$ cat config.mk
export PLATFORM = sky130hd
export DESIGN_NAME = button_debounce
export DESIGN_NICKNAME = d
export VERILOG_FILES = /design/src/rtl/board_io_pkg.sv /design/src/rtl/sync2.sv /design/src/rtl/button_debounce.sv
export SDC_FILE = /design/constraint.sdc
export NUM_CORES = 1
export LEC_CHECK = 0
export CORE_MARGIN = 1
export CORE_UTILIZATION = 60
export DETAILED_ROUTE_END_ITERATION = 12
export GPL_TIMING_DRIVEN = 0
export PLACE_DENSITY = 0.82
export SYNTH_ARGS = -nofsm -noshare
export SYNTH_HDL_FRONTEND = slang
export SYNTH_SLANG_ARGS = --single-unit
$ cat constraint.sdc
create_clock -name clk_12m -period 2.9 [get_ports clk_12m]
set_input_delay 0.58 -clock clk_12m [delete_from_list [all_inputs] [get_ports clk_12m]]
set_output_delay 0.58 -clock clk_12m [all_outputs]
set_load 0.005 [all_outputs]
$ cat src/rtl/board_io_pkg.sv
// Shared definitions for the LX9 board I/O blocks: debounce FSM encoding
// and constants derived from the 12 MHz system clock.
package board_io_pkg;

    typedef logic [1:0] btn_state_t;

    localparam btn_state_t IDLE         = 2'd0;
    localparam btn_state_t PRESS_WAIT   = 2'd1;
    localparam btn_state_t PRESSED      = 2'd2;
    localparam btn_state_t RELEASE_WAIT = 2'd3;

    localparam int DEBOUNCE_10MS = 120000;
    localparam int LONG_1S       = 12000000;

endpackage

$ cat src/rtl/sync2.sv
// Reusable two-flop synchronizer with asynchronous reset to a chosen level.
module sync2 #(
    parameter bit RESET_VAL = 1'b0
) (
    input  logic clk,
    input  logic rst,
    input  logic d,
    output logic q
);

    logic meta;

    always_ff @(posedge clk or posedge rst) begin
        if (rst) begin
            meta <= RESET_VAL;
            q    <= RESET_VAL;
        end else begin
            meta <= d;
            q    <= meta;
        end
    end

endmodule

$ cat src/rtl/button_debounce.sv
// Push-button debouncer: synchronized pad in, debounced level, press/release/long
// pulses and a wrapping press counter out. Long-press detection is built only
// when BUTTON_LONG_PRESS_EN is defined.
module button_debounce
    import board_io_pkg::*;
#(
    parameter int DEBOUNCE_CYCLES = DEBOUNCE_10MS,
    parameter int LONG_CYCLES     = LONG_1S,
    parameter int CNT_W           = 24,
    parameter bit ACTIVE_LOW      = 1'b1
) (
    input  logic       clk_12m,
    input  logic       rst,
    input  logic       btn_raw,
    output logic       btn_level,
    output logic       press_pulse,
    output logic       release_pulse,
    output logic       long_pulse,
    output logic [7:0] press_count
);

    localparam logic [CNT_W-1:0] DEB_LAST = CNT_W'(DEBOUNCE_CYCLES - 1);

    btn_state_t       state;
    logic [CNT_W-1:0] cnt;
    logic             btn_s;

    // Synchronizer output resets to "released" so a held button is seen as a new press.
    sync2 #(.RESET_VAL(1'b0)) u_sync (
        .clk (clk_12m),
        .rst (rst),
        .d   (btn_raw ^ ACTIVE_LOW),
        .q   (btn_s)
    );

`ifdef BUTTON_LONG_PRESS_EN
    localparam logic [CNT_W-1:0] LONG_LAST = CNT_W'(LONG_CYCLES - 1);
    logic long_done;
`else
    logic unused_long_cfg;
    assign unused_long_cfg = ^LONG_CYCLES;
    assign long_pulse = 1'b0;
`endif

    always_ff @(posedge clk_12m or posedge rst) begin
        if (rst) begin
            state         <= IDLE;
            cnt           <= '0;
            btn_level     <= 1'b0;
            press_pulse   <= 1'b0;
            release_pulse <= 1'b0;
            press_count   <= '0;
`ifdef BUTTON_LONG_PRESS_EN
            long_pulse    <= 1'b0;
            long_done     <= 1'b0;
`endif
        end else begin
            press_pulse   <= 1'b0;
            release_pulse <= 1'b0;
`ifdef BUTTON_LONG_PRESS_EN
            long_pulse    <= 1'b0;
`endif
            case (state)
                IDLE: begin
                    if (btn_s) begin
                        state <= PRESS_WAIT;
                        cnt   <= '0;
                    end
                end
                PRESS_WAIT: begin
                    if (!btn_s) begin
                        state <= IDLE;
                        cnt   <= '0;
                    end else if (cnt == DEB_LAST) begin
                        state       <= PRESSED;
                        cnt         <= '0;
                        press_pulse <= 1'b1;
                        btn_level   <= 1'b1;
                        press_count <= press_count + 8'd1;
                    end else begin
                        cnt <= cnt + 1'b1;
                    end
                end
                PRESSED: begin
                    if (!btn_s) begin
                        state <= RELEASE_WAIT;
                        cnt   <= '0;
                    end
`ifdef BUTTON_LONG_PRESS_EN
                    // Counter parks at the last value so the pulse can fire only once.
                    else if (cnt == LONG_LAST) begin
                        if (!long_done) begin
                            long_pulse <= 1'b1;
                            long_done  <= 1'b1;
                        end
                    end else begin
                        cnt <= cnt + 1'b1;
                    end
`endif
                end
                RELEASE_WAIT: begin
                    if (btn_s) begin
                        state <= PRESSED;
                        cnt   <= '0;
                    end else if (cnt == DEB_LAST) begin
                        state         <= IDLE;
                        cnt           <= '0;
                        release_pulse <= 1'b1;
                        btn_level     <= 1'b0;
`ifdef BUTTON_LONG_PRESS_EN
                        long_done     <= 1'b0;
`endif
                    end else begin
                        cnt <= cnt + 1'b1;
                    end
                end
                default: begin
                    state <= IDLE;
                    cnt   <= '0;
                end
            endcase
        end
    end

endmodule
==> results_dict.tcl, run 1 <==
set metrics [dict create \
    hold_buffers 0 \
    clk_latency_ns 0.37 \
    synth.most_common_cell "dfrtp_1" \
    yosysSeqAreaShare_pct 45.9 \
    worstHoldPathType "reg2reg" \
    power.leakage_uw 0.00107 \
    critPathMaxStageDelay_ns 0.45 \
    wire_per_inst_um 16.9 \
    tightest_slew_ns 0.799 \
    num_rows 21 \
    viasPerCell 6.53 \
    slew_headroom_pct 46.7 \
    outcome "finished clean" \
    drcViolationCount 0 \
    dieHeight_um 61.5 \
    syn_inst 209 \
    setup.worst_path.end_class "register" \
    min_from "u_sync.meta" \
    multiInputGateArea_um2 1070 \
    pre_cts_ws_ns 0.912 \
    r2r_start "cnt[0]" \
    top_usage_layer "met2" \
    syn_avg_cell_area_um2 10.2 \
    peakVddDrop_v 0.000432 \
    crit_buf_inv 2 \
    place_area_um2 2310 \
    cp.arrival_ns 2.29 \
    cp_cell_sequence "ha_1 -> nand4_4 -> nor3_4 -> a21oi_2 -> buf_6 -> buf_4 -> a21oi_1 -> mux2i_1" \
    ant_nets 0 \
    cts_max_level 2 \
    cp.required_ns 3.16 \
    final_area_um2 2400 \
    register_area_um2 976 \
    r2r_slack_ns 0.87 \
    antenna_found_initial 0 \
    grt_remaining_overflow 0 \
    dr_total_vias 1803 \
    rsz0062_at_grt "false" \
    grtUsageTotal_pct 28.7 \
    cts-buffers-inserted 5 \
    r2r_cells 8 \
    skew_ns 0.00813 \
    drtIter0Drc 197 \
    holdPathStages 0 \
    cts_tree "done" \
    min_period_ns 2.03 \
    synth.net_count 214 \
    gp_congestion 0.870 \
    synth-edff-count 0 \
    nets 234 \
    synth_top_flop_cell "dfrtp_1" \
    cp-start-kind "register" \
    drtPass1Iterations 5 \
    holdWs_ns 0.368 \
    io_buffers 13 \
    worstPathMaxFanout 10 \
    layout_worst_path_cycle_share_pct 70.0 \
    die-area_um2 3780 \
    syn_to_final_growth_pct 12.9 \
    grt_pass1_wl_um 7830 \
    finalMaxSlewViolations 0 \
    cts.repair.resized 0 \
    cap_violations 0 \
    gr-usage-met3_pct 5.88 \
    wl_um 4660 \
    yosysUniqueCellTypes 46 \
    dp_hpwl_um 3250 \
    start_util_pct 63.2 \
    critical-path-top-delay-family "simple AND/OR/NAND/NOR gates" \
    drive_above_1_share_pct 13.9 \
    clk_pin_slew_ns 0.12 \
    grt_pass1_vias 1696 \
    crit_type "reg2reg" \
    r2r_end "cnt[20]" \
    die_w_um 61.5 \
    ctsLongestPathBuffers 2 \
    ys_warn_count 0 \
    synth_top_area_share_pct 45.9 \
    hold-path-endpoint "u_sync.q" \
    fmax_ghz 0.493 \
    core_um2 3360 \
    synth_common_cells "dfrtp_1 (39), nand2_1 (22), nand3_1 (18), a31oi_1 (14), a21oi_1 (11)" \
    globalRouteMet1Util_pct 38.6 \
    power.density_cell_area_nw_per_um2 519 \
    grt_max_degree 40 \
    postCtsSetupBuffers 0 \
    synth_area_leaders "dfrtp_1 (46%), nand3_1 (4.2%), a31oi_1 (4.1%)" \
    synth_area_um2 2120 \
    finalHoldViolCount 0 \
    slowest_stage "dfrtp_1" \
    use_met2_pct 44.4 \
    synth_top_cell_by_area "dfrtp_1" \
    ys_ff_latch 39 \
    boundaryPins 15 \
    cts_sinks 39 \
    synthArstFlopShare_pct 100 \
    root_buffer "clkbuf_4" \
    setup_tns_ns 0 \
    final-setup-viol-count 0 \
    antenna_cells 0 \
    fillerInstances 267 \
    fin_ws_ns 0.871 \
]
power breakdown:
group	total (uW)	leakage, uW	switching [uW]	internal (uW)
sequential	600	0.000537	33.8	566
clock	398	0.0000482	195	204
combinational	248	0.000489	158	90.2
metrics by stage:
step | std cells | power, uW | util, %
3_5_place_dp | 268 | 855 | 68.8
2_1_floorplan | 209 | 786 | -
4_1_cts | 276 | 1240 | 71.3
3_3_place_gp | 268 | 845 | 68.8
5_1_grt | 276 | 1300 | 71.3
6_report | 276 | 1250 | 71.3
per-layer routing:
metal / vias to the layer above / share of wire, %
met4: 0 / 1.9
met2: 68 / 50
li1: 829 / -
met3: 10 / 6.3
met5: - / 0
met1: 896 / 42
cell families after synthesis:
logic type / synth area share, %
simple gates: 27.7
mux: 2.00
flops: 45.9
buf+inv: 3.77
compound gates: 15.9
xor+xnor: 3.30
other cells: 0.177
fa+ha+maj: 1.18
state kept, by name, indices dropped and copies added (netlist names), named ones only:
| signal | cells |
|---|---|
| cnt | 24 |
| press_count | 8 |
| btn_level | 1 |
| press_pulse | 1 |
| release_pulse | 1 |
| state | 1 |
| u_sync.meta | 1 |
| u_sync.q | 1 |
area by class of cell:
type	count	area share, %
clock buffer	6	2.14
sequential	39	40.7
timing repair buffer	13	5.43
buffer	7	2.56
clock inverter	2	1.46
multi-input combinational	158	44.5
tap	46	2.40
inverter	5	0.782
worst register-to-register path, cell delays in order (launching register included):
cell	delay, ns
dfrtp_1	0.45
ha_1	0.28
nand4_4	0.21
nor3_4	0.26
a21oi_2	0.15
buf_6	0.17
buf_4	0.17
a21oi_1	0.14
mux2i_1	0.09
worst max-delay path by stage:
| stage | from | end | slack (ns) | depth (start not counted) |
|---|---|---|---|---|
| 2_1_floorplan | cnt[0] | cnt[19] | 1.17 | 8 |
| 3_3_place_gp | rst | cnt[11] | 0.65 | 2 |
| 3_5_place_dp | cnt[0] | cnt[22] | 0.91 | 6 |
| 4_1_cts | cnt[0] | cnt[19] | 0.87 | 8 |
| 5_1_grt | cnt[0] | cnt[9] | 0.68 | 8 |
| 6_report | cnt[0] | cnt[20] | 0.87 | 8 |
layout by cell type, fill, tap and decap left out, types with 4 or more instances in the layout:
| cell type | n |
|---|---|
| clkdlybuf4s50_1 | 13 |
| and3_1 | 6 |
| nor2_1 | 9 |
| nand4_1 | 6 |
| o21ai_0 | 7 |
| dfrtp_1 | 39 |
| a21oi_1 | 11 |
| a21o_1 | 6 |
| a31oi_1 | 14 |
| xnor2_1 | 6 |
| inv_1 | 4 |
| nand2_1 | 22 |
| nor3_1 | 5 |
| clkbuf_4 | 5 |
| nand3_1 | 18 |
| nand2b_1 | 4 |
Note: power is estimated with default switching activity, not from simulation.
==> run 2: changes to the inputs <==
--- a/config.mk
+++ b/config.mk
@@ -6,10 +6,10 @@
 export NUM_CORES = 1
 export LEC_CHECK = 0
 export CORE_MARGIN = 1
-export CORE_UTILIZATION = 60
+export CORE_UTILIZATION = 58
 export DETAILED_ROUTE_END_ITERATION = 12
 export GPL_TIMING_DRIVEN = 0
-export PLACE_DENSITY = 0.82
+export PLACE_DENSITY = 0.8
 export SYNTH_ARGS = -nofsm -noshare
 export SYNTH_HDL_FRONTEND = slang
 export SYNTH_SLANG_ARGS = --single-unit
==> constraint.sdc (replaced) <==
create_clock -name clk_12m -period 2.1 [get_ports clk_12m]
set_input_delay 0.42 -clock clk_12m [delete_from_list [all_inputs] [get_ports clk_12m]]
set_output_delay 0.42 -clock clk_12m [all_outputs]
set_load 0.005 [all_outputs]
==> results_dict.tcl, run 2 (synthesized netlist as in run 1, its figures left out) <==
set metrics [dict create \
    largest_reg_flops 24 \
    ctsLongestPathBuffers 2 \
    r2r_cells 8 \
    worstHoldPathType "reg2reg" \
    wl_um 4720 \
    drtIter0Drc 196 \
    dieHeight_um 62.5 \
    fin_ws_ns 0.0972 \
    grt_pass1_wl_um 8110 \
    critical-path-top-delay-family "simple AND/OR/NAND/NOR gates" \
    cp.required_ns 2.33 \
    boundaryPins 15 \
    io_buffers 13 \
    cap_violations 0 \
    min_period_ns 2.00 \
    grt_pass1_vias 1694 \
    grt_remaining_overflow 0 \
    grt_max_degree 40 \
    antenna_found_initial 0 \
    final_cell_mix "dfrtp_1 (38), nand2_1 (22), nand3_1 (18), a31oi_1 (14), clkdlybuf4s50_1 (13)" \
    fillerInstances 271 \
    finalMaxSlewViolations 0 \
    viasPerCell 6.43 \
    core_um2 3420 \
    clk_pin_slew_ns 0.12 \
    start_util_pct 62.2 \
    dr_total_vias 1788 \
    root_buffer "clkbuf_4" \
    cts_tree "done" \
    syn_to_final_growth_pct 12.8 \
    final_common_cell "dfrtp_1" \
    drive_above_1_share_pct 15.5 \
    grtUsageTotal_pct 26.7 \
    clk_latency_ns 0.36 \
    num_rows 21 \
    wire_per_inst_um 17.0 \
    cp.depth 8 \
    setup.worst_path.end_class "register" \
    peakVddDrop_v 0.000410 \
    power.density_cell_area_nw_per_um2 663 \
    drcViolationCount 0 \
    cp-start-kind "register" \
    cp.arrival_ns 2.23 \
    finalHoldViolCount 0 \
    setup_tns_ns 0 \
    cts_max_level 2 \
    final-setup-viol-count 0 \
    holdPathStages 0 \
    drtPass1Iterations 4 \
    die-area_um2 3910 \
    slew_headroom_pct 47.3 \
    tightest_slew_ns 0.789 \
    fmax_ghz 0.499 \
    reg_top3 "cnt (24), press_count (8)" \
    slowest_stage "dfrtp_1" \
    pre_cts_ws_ns 0.124 \
    die_w_um 62.5 \
    outcome "finished clean" \
    antenna_cells 0 \
    cts_sinks 39 \
    holdWs_ns 0.381 \
    cts-buffers-inserted 5 \
    power.leakage_uw 0.00106 \
    top_register "cnt" \
    ant_nets 0 \
    dp_hpwl_um 3230 \
    nets 236 \
    critPathMaxStageDelay_ns 0.43 \
    cp_cell_sequence "ha_2 -> nand4_4 -> nor3_4 -> a21oi_4 -> buf_6 -> buf_4 -> a21oi_1 -> a31oi_1" \
    layout_worst_path_cycle_share_pct 95.4 \
    skew_ns 0.00539 \
    worstPathMaxFanout 10 \
    gp_congestion 0.935 \
    crit_buf_inv 2 \
    crit_type "reg2reg" \
]
==> run 2: repair_timing <==
action / 4_1_cts / 5_1_grt
hold buffers: 0 / 0
hold endpoints to repair: 0 / 0
endpoints found under the setup margin: 0 / 10
buffers inserted: 0 / 2
gates resized for setup: 0 / 3
==> run 2: path summary, 6_finish.rpt <==
path                       slack [ns]        start        to
max in group asynchronous        1.04          rst    cnt[0]
min reg2reg                      0.38  u_sync.meta  u_sync.q
max reg2reg                       0.1       cnt[1]    cnt[2]
max                               0.1       cnt[1]    cnt[2]
min                              0.38  u_sync.meta  u_sync.q
min in group asynchronous        0.52          rst  u_sync.q
==> run 2: report_power, final <==
part	switching, uW	internal [uW]	total, uW
Combinational	226	137	362
Sequential	49.6	783	833
Clock	266	128	394
Total	542	1050	1590
==> run 2: metrics by stage <==
step / instance area, um2 / utilization (%) / instances / total power [uW]
after global placement: 2310 / 67.7 / 268 / 1170
after CTS: 2370 / 69.4 / 276 / 1570
after global routing: 2400 / 70.1 / 278 / 1660
final: 2400 / 70.1 / 278 / 1590
after detailed placement: 2310 / 67.7 / 268 / 1180
after floorplan: 2120 / - / 209 / 1090
==> run 2: cell type report <==
type | instances | area (um2) | share of cell area [%]
timing repair buffer | 15 | 145 | 6.06
inverter | 5 | 18.8 | 0.783
buffer | 7 | 61.3 | 2.56
clock inverter | 3 | 20.0 | 0.836
tap | 46 | 57.6 | 2.40
clock buffer | 5 | 37.5 | 1.57
sequential | 39 | 977 | 40.8
multi-input combinational | 158 | 1080 | 45.0
==> run 2: routing by layer <==
metal	vias to the layer above	track usage [%]	share of wire [%]
li1	831	-	-
met1	874	35.9	43
met2	71	40.1	48
met3	12	7.85	7.0
met4	0	11.6	2.2
met5	-	0	0
==> run 3: changes to the inputs <==
--- a/config.mk
+++ b/config.mk
@@ -7,7 +7,9 @@
 export LEC_CHECK = 0
 export CORE_MARGIN = 1
 export CORE_UTILIZATION = 58
+export CTS_CLUSTER_SIZE = 16
 export DETAILED_ROUTE_END_ITERATION = 12
+export GPL_ROUTABILITY_DRIVEN = 0
 export GPL_TIMING_DRIVEN = 0
 export PLACE_DENSITY = 0.8
 export SYNTH_ARGS = -nofsm -noshare
==> results of run 3 <==
Same layout as run 2: the final DEF is identical, and so are final timing and power.
